**config.mk**
```make
export PLATFORM = sky130hd
export DESIGN_NAME = onehot_pos_display
export DESIGN_NICKNAME = d
export VERILOG_FILES = /design/src/rtl/onehot_pos_display.sv
export SDC_FILE = /design/constraint.sdc
export NUM_CORES = 1
export LEC_CHECK = 0
export CAP_MARGIN = 0
export CORE_MARGIN = 1.5
export CORE_UTILIZATION = 49
export CTS_CLUSTER_DIAMETER = 150
export DETAILED_ROUTE_END_ITERATION = 8
export PLACE_DENSITY = 0.79
export SLEW_MARGIN = 20
export SYNTH_ARGS = -nofsm -noshare
export SYNTH_HDL_FRONTEND = slang
export SYNTH_SLANG_ARGS = --single-unit
export TNS_END_PERCENT = 10
```
**constraint.sdc**
```tcl
create_clock -name clk -period 2.95 [get_ports clk]
set_input_delay 0.4425 -clock clk [delete_from_list [all_inputs] [get_ports clk]]
set_output_delay 0.4425 -clock clk [all_outputs]
set_load 0.01 [all_outputs]
```
**src/rtl/onehot_pos_display.sv**
```systemverilog
// Checks and encodes a rotating one-hot position vector and shows the index in decimal
// on a time-multiplexed 8-digit active-low 7-segment display.
module onehot_pos_display #(
  parameter  int WIDTH    = 21,
  parameter  int SCAN_DIV = 100000,
  localparam int IW       = $clog2(WIDTH),
  localparam int CW       = $clog2(SCAN_DIV)
) (
  input  logic             clk,
  input  logic             rst_n,
  input  logic [WIDTH-1:0] onehot_in,
  input  logic             clr_err,
  output logic [IW-1:0]    pos_out,
  output logic             pos_valid,
  output logic             pos_changed,
  output logic             err_sticky,
  output logic [7:0]       an,
  output logic [7:0]       seg
);

  localparam logic [7:0] SEG_BLANK = 8'hFF;
  localparam logic [7:0] SEG_E     = 8'h86;
  localparam logic [7:0] SEG_DASH  = 8'hBF;

  function automatic logic [7:0] seg7(input logic [3:0] d);
    logic [7:0] s;
    case (d)
      4'd0:    s = 8'hC0;
      4'd1:    s = 8'hF9;
      4'd2:    s = 8'hA4;
      4'd3:    s = 8'hB0;
      4'd4:    s = 8'h99;
      4'd5:    s = 8'h92;
      4'd6:    s = 8'h82;
      4'd7:    s = 8'hF8;
      4'd8:    s = 8'h80;
      4'd9:    s = 8'h90;
      default: s = SEG_BLANK;
    endcase
    return s;
  endfunction

  // Compare-subtract binary to {tens, units}; inputs never exceed 98.
  function automatic logic [7:0] to_bcd(input logic [6:0] bin);
    logic [6:0] r;
    logic [3:0] t;
    r = bin;
    t = 4'd0;
    if (r >= 7'd80) begin r = r - 7'd80; t = t + 4'd8; end
    if (r >= 7'd40) begin r = r - 7'd40; t = t + 4'd4; end
    if (r >= 7'd20) begin r = r - 7'd20; t = t + 4'd2; end
    if (r >= 7'd10) begin r = r - 7'd10; t = t + 4'd1; end
    return {t, r[3:0]};
  endfunction

  logic [WIDTH-1:0] oh_q, oh_d;
  logic             s1_vld_q, s1_vld_d;
  logic [IW-1:0]    pos_q, pos_d;
  logic             pos_valid_q, pos_valid_d;
  logic             pos_changed_q, pos_changed_d;
  logic             err_q, err_d;
  logic [CW-1:0]    cnt_q, cnt_d;
  logic [2:0]       sel_q, sel_d;
  logic [7:0]       an_q, an_d;
  logic [7:0]       seg_q, seg_d;

  logic             oh_ok;
  logic [IW-1:0]    idx;
  logic [7:0]       bcd;
  logic             cnt_wrap;

  // Stage 1: sample the input; s1_vld marks that the sample is real, not the reset value.
  always_comb begin
    oh_d     = onehot_in;
    s1_vld_d = 1'b1;
  end

  // Stage 2: legality check, encode, change detect and sticky error.
  always_comb begin
    oh_ok = (oh_q != '0) && ((oh_q & (oh_q - WIDTH'(1))) == '0);
    idx   = '0;
    for (int i = 0; i < WIDTH; i++) begin
      if (oh_q[i]) idx = idx | IW'(i);
    end

    pos_d         = pos_q;
    pos_valid_d   = 1'b0;
    pos_changed_d = 1'b0;
    err_d         = err_q;
    if (s1_vld_q) begin
      pos_valid_d = oh_ok;
      if (oh_ok) begin
        pos_d         = idx;
        pos_changed_d = (idx != pos_q);
      end
    end
    if (clr_err) err_d = 1'b0;
    if (s1_vld_q && !oh_ok) err_d = 1'b1;
  end

  // Display scan: digit slot timer, digit select and registered an/seg.
  always_comb begin
    bcd      = to_bcd(7'(pos_q));
    cnt_wrap = (cnt_q == CW'(SCAN_DIV - 1));
    cnt_d    = cnt_wrap ? '0 : cnt_q + CW'(1);
    sel_d    = cnt_wrap ? sel_q + 3'd1 : sel_q;
    an_d     = ~(8'b1 << sel_q);
    seg_d    = SEG_BLANK;
    if (pos_valid_q) begin
      if (sel_q == 3'd0) seg_d = seg7(bcd[3:0]);
      else if (sel_q == 3'd1 && bcd[7:4] != 4'd0) seg_d = seg7(bcd[7:4]);
    end else begin
      if (sel_q == 3'd0) seg_d = SEG_DASH;
      else if (sel_q == 3'd1) seg_d = SEG_E;
    end
  end

  always_ff @(posedge clk or negedge rst_n) begin
    if (!rst_n) begin
      oh_q          <= '0;
      s1_vld_q      <= 1'b0;
      pos_q         <= '0;
      pos_valid_q   <= 1'b0;
      pos_changed_q <= 1'b0;
      err_q         <= 1'b0;
      cnt_q         <= '0;
      sel_q         <= 3'd0;
      an_q          <= 8'hFF;
      seg_q         <= SEG_BLANK;
    end else begin
      oh_q          <= oh_d;
      s1_vld_q      <= s1_vld_d;
      pos_q         <= pos_d;
      pos_valid_q   <= pos_valid_d;
      pos_changed_q <= pos_changed_d;
      err_q         <= err_d;
      cnt_q         <= cnt_d;
      sel_q         <= sel_d;
      an_q          <= an_d;
      seg_q         <= seg_d;
    end
  end

  assign pos_out     = pos_q;
  assign pos_valid   = pos_valid_q;
  assign pos_changed = pos_changed_q;
  assign err_sticky  = err_q;
  assign an          = an_q;
  assign seg         = seg_q;

endmodule

```
# == Yosys cells after proc, flatten, opt, wreduce, memory -nomap -nowiden ==
# Memory sizes are Yosys's and may differ from the RTL's.
# Cells that the tools add are included.
# word_totals
input_bits,24
memories,2
mem_bits_ro,224
output_inout_bits,24
regBits,66
# op_classes
mux,39
bitwise_logic,2
n_eq_ne,3
n_lt_le_gt_ge,4
n_reduce_logical,10
shift,1
add_sub_neg,10
# mem_list
name,words,word_bits,rd,rd_clocked_by_memory_dff,wr,line,rtl
(no name shown),16,7,1,0,0,27,case (d)
(no name shown),16,7,1,0,0,27,
# op_table
cell,count
$mux W4,13
$mux W8,4
$mux W7,4
$mux W5,5
$and A21 B21 Y21,1
$logic_not A21 Y1,1
$reduce_bool A21 Y1,1
$sub A21 B1 Y21 const B,1
$add A17 B1 Y17 const B,1
$eq A17 B17 Y1 const B,1
$mux W17,1
$mux W3,4
$not A8 Y8,1
$shl A1 B3 Y8 const A,1
$ge A5 B7 Y1 const B,1
$ge A7 B4 Y1 const B,1
$ge A7 B5 Y1 const B,1
$ge A7 B6 Y1 const B,1
$sub A5 B7 Y7 const B,1
$sub A7 B5 Y7 const B,1
$sub A7 B6 Y7 const B,1
$mux W1,6
$ne A5 B5 Y1,1
$add A4 B1 Y4 const B,1
other kinds (12),15

# == Logic depth before layout (Yosys ltp) ==
# Gate-level depths: netlist of the first run.
# logic_depth
ltp_word,23
ltp_mapped,14
mapped_depth_nobuf,13

# == Least setup slack after synthesis of the first run ==
# Ideal clock, no wire load.
# synth_timing
path_type,reg-to-reg
startpoint,"register pos_q[2], in the netlist pos_out[2]"
endpoint,"register seg_q[6], in the netlist seg[6]"
synth_period_minus_slack_ns,2.904
path_slack_ns,0.046
path_buffers,1
t_arrival_ns,2.815
path_stages_with_launch,14
required_time_ns,2.861
setup_time_ns,0.089
cell_sequence,dfrtp_1 clkbuf_1 inv_1 ha_1 inv_1 ha_1 nand2b_1 o21ai_1 a21o_1 o21ai_1 ha_1 or4_1 nand4_1 a21oi_1
# synth_between
elab_chain_len,13
elab_cells_between_ends,26
cone_classes,add/sub (7); order compare (4); mux (11); reduce/logical (2); memory (2)
# synth_rtl
item,line,rtl
"start, declared",58,"logic [IW-1:0] pos_q, pos_d;"
"start signal, assigned",133,pos_q <= pos_d;
branches (longest 11 deep; another with $sub A5 B7 Y7),n/a,
$mux W8 (*),110,if (sel_q == 3'd0) seg_d = seg7(bcd[3:0]);
$mux W8 (*),109,if (pos_valid_q) begin
via seg_d[6],65,"logic [7:0] seg_q, seg_d;"
"end signal, assigned",140,seg_q <= seg_d;
"end, declared",65,
# Mark *: on every way through the listed nets, which the timed path passes.
# A chain may end at the register's enable or synchronous reset.

# == Worst setup path after layout of the first run ==
# layout_timing
startpoint,register oh_q[7]
endpoint,"register pos_q[1], in the netlist pos_out[1]"
# layout_between
elab_chain_len,14
elab_cells_between_ends,20
cone_classes,add/sub (1); mux (14); bitwise (1); reduce/logical (4)
# layout_rtl
item,line,rtl
"start, declared",56,"logic [WIDTH-1:0] oh_q, oh_d;"
"start signal, assigned",131,oh_q <= oh_d;
$mux W3,83,if (oh_q[i]) idx = idx | IW'(i);
$mux W4 (8 in a row),83,
$mux W5 (5 in a row),83,
# Parallel ways exist; a longest one is shown, timed or not.

==> results by group, run 1 <==
Status
  – Run status: complete, but fails checks
  – Violated checks: design-rule violations

Global route
  – Via count of the first global-routing pass: around 2.4k
  – Antenna violations before repair: 0
  – Wire length of the first global-routing pass: 10,400 um
  – Total global routing track utilization: 18.3%
  – Largest net degree at the start of global routing: 43
  – Sum of overflow across all layers after global routing: 0

Floorplan
  – Cell Rows: 29
  – Initial cell density of the core: 51.5%
  – I/O pins: 48
  – Overall die width: 85.2 um
  – Die outline height: 85.2 um
  – Die area: 7260 um2
  – Core ar.: 6420 um2

Synth
  – Cell taking the most area after synthesis: sky130_fd_sc_hd__dfrtp_1
  – Most area-consuming cells after synthesis: sky130_fd_sc_hd__dfrtp_1 38%, sky130_fd_sc_hd__dfstp_2 12%, sky130_fd_sc_hd__ha_1 5.7%
  – Synth Register Bits: 65
  – Gate Count Post-Synth: 317
  – Number of synthesized flops with an enable pin: 0
  – Average footprint of a synthesized cell: roughly 10 um2
  – Proportion of netlist area held by the largest area contributor: between 30% and 40%
  – Post-synth design cell area: between 3000 and 4000 um2
  – Total number of yosys warnings: 0
  – Synth Flop Type: sky130_fd_sc_hd__dfrtp_1
  – Fraction of synthesis flops using an asynchronous set or reset pin: 100%
  – Share of the yosys chip area belonging to registers: slightly below 50%
  – Number of distinct library cells after synthesis: 55

Min path
  – Path class of the lowest-slack min-delay path: input pin to asynchronous set/reset pin

Flow run
  – Max-cap violation count: 0

Drt
  – Mean routed wirelength per cell: 13.7 um
  – Post-detailed-route DRC marker count: 4
  – TritonRoute pass-1 iters: 7
  – Antenna Violating Nets Remaining: 0
  – Routed vias: 2,545
  – Final routed wirelength across all metal layers: 6200 um
  – Mean number of vias per cell: 5.61
  – Number of DRC violations after detailed-routing iteration 0: 162

Clocking
  – Clock root buffer: sky130_fd_sc_hd__clkbuf_8
  – Longest Clk Path Bufs: 2
  – Clock transition at path regs: 0.08 ns
  – Inserted Clock Buffers: 9
  – Sinks on the clock net: 65
  – Clock tree from TritonCTS: built
  – Insertion delay to the later sink of the worst-skew pair: 0.34 ns
  – Count of H-tree levels built during CTS: 3

Timing
  – Final critical-path required period: 2.80 ns
  – Total Neg Setup Slack: 0 ns
  – Slew of the pin with the lowest slew margin: 0.888 ns
  – Setup repair after global routing missed its margin: false
  – Normalized max-slew margin: 40.8%
  – Final WS setup: 0.155 ns
  – Max Fclk: 0.358 GHz
  – Period utilisation layout: 94.8%
  – Fin. max-slew vios: 0
  – Clock tree skew after final layout: 0.0102 ns
  – Number of hold-slack violations in the final timing report: 0
  – Total of endpoints with negative setup slack in the final report: 0

Critical path
  – Launching element type of the critical path: register
  – Start-to-end type of the worst setup path: register to register
  – Type of destination of the critical path: register
  – Highest fanout seen on the critical path: 10
  – Top Family by Delay on Critical Path: simple AND/OR/NAND/NOR gates
  – WP data arrival: between 3 and 4 ns
  – Max incr delay on CP: 0.73 ns
  – Critical path cell sequence: or4_1 > o41ai_2 > o211ai_1 > nor4_4 > nand3_4 > mux2_4
  – Data required time at the worst endpoint: 3.18 ns
  – Critical path buffers and inverters: 0
  – Slowest-stage cell, CP: sky130_fd_sc_hd__or4_1

Final layout
  – Final non-filler cell area: 4080 um2
  – Area growth, synth to finish: 23.2%
  – Total Nets Final: 411
  – FILL cells: 514
  – Ratio of cells with drive above 1 in the final layout: 13.5%
  – Area occupied by multi-input gates: 1560 um2
  – Sequential cell area: roughly 1600 um2
  – Number of antenna diodes: 0

Power
  – Areal power density over the cells: 434 nW/um2
  – Leak pwr: roughly 1.7 nW
  – IR drop worst, VDD: 0.000303 V
  – Final Total Pwr: 1.77 mW

Placement
  – Global placer's final weighted congestion: around 0.87
  – Post-Place Cell Area: between 3000 and 4000 um2
  – IO buf count: 46
  – Setup Slack @ Placement: between 0.1 and 0.15 ns
  – DP HPWL: between 4000 and 5000 um
[power by group]
group / total [mW] / internal, mW / switching, mW
sequential: 0.927 / 0.908 / 0.0191
clock: 0.761 / 0.397 / 0.364
combinational: 0.0804 / 0.0417 / 0.0386
total: 1.77 / 1.35 / 0.422
[flip-flops by register name, indices dropped and copies added, names as in the netlist]
register,cells
an,8
cnt_q,17
err_sticky,1
oh_q,21
pos_changed,1
pos_out,5
pos_valid,1
s1_vld_q,1
seg,7
sel_q,3
[final timing paths]
path                           start          to  slack [ns]  depth (start not counted)
max in group asynchronous      rst_n    oh_q[20]        1.94                          2
min in group clk           cnt_q[11]   cnt_q[11]        0.50                          1
max reg2reg                  oh_q[7]  pos_out[1]        0.15                          6
max                          oh_q[7]  pos_out[1]        0.15                          6
min reg2reg                cnt_q[11]   cnt_q[11]        0.50                          1
min                            rst_n  pos_out[2]        0.22                          1
[kinds of logic after synthesis]
group / synth area share [%]
xor+xnor: 5.03
fa+ha+maj: 5.97
flops: 49.7
mux: 3.06
compound gates: 13.1
buf+inv: 3.55
simple gates: 19.5
other cells: 0.113
[layout by cell type, fill, tap and decap left out, drive strengths merged, types with 3 or more instances in the layout]
cell,count
or3,4
or2,3
xnor2,11
nor2b,5
mux2i,6
nor2,22
o41ai,9
a21o,4
mux2,3
clkinv,3
clkbuf,9
nand4,5
and4,4
xor2,8
inv,22
a21oi,17
nand2,22
or4,7
nand3,14
dfstp,15
dfrtp,50
o21ai,19
nor4,6
ha,15
buf,7
clkdlybuf4s50,45
nor3,9
[layout make-up]
cell class                 instances  area share (%)
inverter                          20            1.84
clock buffer                       9            3.04
clock inverter                     7            1.90
multi-input combinational        224            38.2
sequential                        65            40.4
timing repair buffer              52            12.3
tap                               77            2.36
[stage by stage]
stage	hold WS [ns]	cells	utilization (%)
5_1_grt	0.291	454	63.5
2_1_floorplan	0.147	318	-
4_1_cts	0.252	454	63.4
3_5_place_dp	0.483	438	60.2
3_3_place_gp	0.471	438	60.2
6_report	0.220	454	63.5
[synthesized netlist by cell type, types with 5 or more instances]
cell type / n
sky130_fd_sc_hd__ha_1: 15
sky130_fd_sc_hd__nor2_1: 22
sky130_fd_sc_hd__clkbuf_1: 6
sky130_fd_sc_hd__nand2_1: 22
sky130_fd_sc_hd__xnor2_1: 11
sky130_fd_sc_hd__nand3_1: 13
sky130_fd_sc_hd__dfstp_2: 15
sky130_fd_sc_hd__a21oi_1: 17
sky130_fd_sc_hd__o21ai_1: 7
sky130_fd_sc_hd__nor2b_1: 5
sky130_fd_sc_hd__nand4_1: 5
sky130_fd_sc_hd__o41ai_1: 8
sky130_fd_sc_hd__o21ai_0: 12
sky130_fd_sc_hd__dfrtp_1: 50
sky130_fd_sc_hd__mux2i_1: 6
sky130_fd_sc_hd__xor2_1: 8
sky130_fd_sc_hd__nor3_1: 9
sky130_fd_sc_hd__or4_1: 7
sky130_fd_sc_hd__inv_1: 20
[metal layers]
| metal | vias to the layer above | wire [um] | track usage [%] |
|---|---|---|---|
| met3 | 7 | 307 | 4.09 |
| met1 | 1205 | 2770 | 23.2 |
| li1 | 1248 | - | - |
| met5 | - | 0 | 0 |
| met4 | 0 | 85 | 9.39 |
| met2 | 85 | 3040 | 29.6 |
[timing repair]
item | 4_1_cts | 5_1_grt
endpoints found under the setup margin | 0 | 6
hold endpoints to repair | 0 | 0
setup buffers | 0 | 0
gates resized for setup | 0 | 3
hold buffers | 0 | 0
Note: power is estimated with default switching activity, not from simulation.
==> run 2, diff against run 1 <==
--- a/config.mk
+++ b/config.mk
@@ -11,7 +11,7 @@
 export CTS_CLUSTER_DIAMETER = 150
 export DETAILED_ROUTE_END_ITERATION = 8
 export PLACE_DENSITY = 0.79
-export SLEW_MARGIN = 20
+export SLEW_MARGIN = 40
 export SYNTH_ARGS = -nofsm -noshare
 export SYNTH_HDL_FRONTEND = slang
 export SYNTH_SLANG_ARGS = --single-unit
==> run 2 against run 1 <==
Effect of this change: largest power group unchanged; first-iteration DRC count unchanged; largest cell class unchanged; critical endpoint unchanged; via count up 0.12%; the flow still finishes with violations (design-rule violations); routed wire length about the same; sequential power about the same.
==> results by group, run 2 (synthesis results as in run 1) <==
Critical path
  – Number of gates on the worst path with buffers counted: 6
  – Launch point of the worst path: oh_q[7]
  – Launching element type of the critical path: register
  – Length in cells of the worst reg-to-reg path: 6
  – Launch instance of the worst register-to-register path: oh_q[7]
  – Reg2Reg Setup Slack: between 0.15 and 0.2 ns
  – Type of destination of the critical path: register
  – Worst R2R End: pos_out[1]
  – Highest fanout seen on the critical path: 10
  – Top Family by Delay on Critical Path: simple AND/OR/NAND/NOR gates
  – Critical path cell sequence: or4_1 > o41ai_2 > o211ai_1 > nor4_4 > nand3_4 > mux2_4
  – Data required time at the worst endpoint: roughly 3.2 ns
  – Critical path buffers and inverters: 0
  – Max incr delay on CP: between 0.7 and 0.8 ns
  – WP data arrival: just over 3 ns
  – Slowest-stage cell, CP: sky130_fd_sc_hd__or4_1
  – Start-to-end type of the worst setup path: register to register

Drt
  – Mean number of vias per cell: 5.61
  – Routed vias: 2,548
  – Mean routed wirelength per cell: 13.7 um
  – Number of DRC violations after detailed-routing iteration 0: ~160
  – Antenna Violating Nets Remaining: 0
  – Final routed wirelength across all metal layers: 6200 um
  – TritonRoute pass-1 iters: 6
  – Post-detailed-route DRC marker count: 4

Clocking
  – Insertion delay to the later sink of the worst-skew pair: 0.34 ns
  – Clock tree from TritonCTS: built
  – Inserted Clock Buffers: 9
  – Sinks on the clock net: 65
  – CTS hold repair buffers: 0
  – Clock root buffer: sky130_fd_sc_hd__clkbuf_8
  – Clock transition at path regs: approximately 0.080 ns
  – Longest Clk Path Bufs: 2
  – Count of H-tree levels built during CTS: 3

Flow run
  – Max-cap violation count: 0

Global route
  – Largest net degree at the start of global routing: 43
  – Via count of the first global-routing pass: 2,354
  – Antenna violations before repair: 0
  – Global-route track usage on met1: a little under a quarter
  – Met2 global-route usage: between 20% and 30%
  – Most crowded layer after global routing: met2
  – Sum of overflow across all layers after global routing: 0
  – Wire length of the first global-routing pass: around 10,000 um
  – Met3 demand-to-capacity share in global routing: 4.09%
  – Total global routing track utilization: 18.3%

Timing
  – Fin. max-slew vios: 0
  – Clock tree skew after final layout: 0.0102 ns
  – Period utilisation layout: 94.8%
  – Setup repair after global routing missed its margin: false
  – Worst-case hold slack: approximately 0.07 ns
  – Slew of the pin with the lowest slew margin: 0.489 ns
  – Total of endpoints with negative setup slack in the final report: 0
  – Number of hold-slack violations in the final timing report: 0
  – Max Fclk: 0.358 GHz
  – Final WS setup: between 0.15 and 0.2 ns
  – Final critical-path required period: around 2.8 ns
  – Normalized max-slew margin: between 60% and 70%
  – Total Neg Setup Slack: 0 ns

Power
  – Leak pwr: 1.67 nW
  – Areal power density over the cells: roughly 430 nW/um2
  – Final Total Pwr: 1.77 mW
  – IR drop worst, VDD: about 0.00030 V

Final layout
  – Final non-filler cell area: 4080 um2
  – Number of antenna diodes: 0
  – Final Non-Filler Cells: 454
  – Leading cell types in the layout, fill and taps excluded: 49 x sky130_fd_sc_hd__dfrtp_1, 45 x sky130_fd_sc_hd__clkdlybuf4s50_1, 22 x sky130_fd_sc_hd__nand2_1, 22 x sky130_fd_sc_hd__nor2_1, 20 x sky130_fd_sc_hd__inv_1
  – Total Nets Final: 411
  – Post-layout utilization of the core: between 60% and 70%
  – Ratio of cells with drive above 1 in the final layout: roughly 14%
  – Area growth, synth to finish: 23.3%
  – Most common library cell in the layout ignoring fill and taps: sky130_fd_sc_hd__dfrtp_1
  – Biggest register: oh_q
  – Largest register FFs: 21

Placement
  – Global placer's final weighted congestion: 0.868
  – Setup Slack @ Placement: 0.146 ns
  – Placed Instances: around 440
  – DP HPWL: 4600 um
  – Post-Place Cell Area: 3870 um2
  – IO buf count: 46

Floorplan
  – Die outline height: 85.2 um
  – Initial cell density of the core: between 50% and 60%
  – Cell Rows: 29
  – Core ar.: about 6400 um2
  – Die area: 7260 um2
  – Overall die width: 85.2 um
  – I/O pins: 48

Status
  – Violated checks: design-rule violations
  – Run status: complete, but fails checks

Min path
  – Path class of the lowest-slack min-delay path: input pin to asynchronous set/reset pin
## run 2: cell counts in the layout (fill, tap and decap cells not counted)
Identical to the previous run, type by type.
## run 2: final cells by class
class | instances | area [um2]
Timing Repair Buffer | 52 | 503
Multi-Input combinational cell | 224 | 1560
Fill cell | 513 | 2340
Inverter | 20 | 75.1
Clock buffer | 9 | 124
Tap cell | 77 | 96.3
Sequential cell | 65 | 1650
Clock inverter | 7 | 77.6
## run 2: report_power, final
part | internal [mW] | switching, mW
Sequential | 0.908 | 0.0191
Clock | 0.397 | 0.364
Combinational | 0.0421 | 0.0386
Total | 1.35 | 0.422
## run 2: how the worst max path moves through the flow
| stage | endpoint | slack (ns) |
|---|---|---|
| 2_1_floorplan | seg[6] | 0.05 |
| 6_report | pos_out[1] | 0.15 |
| 3_5_place_dp | seg[5] | 0.15 |
| 4_1_cts | seg[5] | 0.12 |
| 5_1_grt | seg[3] | 0.008 |
| 3_3_place_gp | seg[5] | 0.17 |
## run 2: routing by layer
layer,wire length [um],vias up
met2,3040,85
met3,305,7
met5,0,-
met1,2770,1208
met4,85,0
li1,-,1248
## run 2: timing repair
item,in CTS,in global routing
endpoints found under the setup margin,0,6
gates resized for setup,0,3
setup buffers,0,0
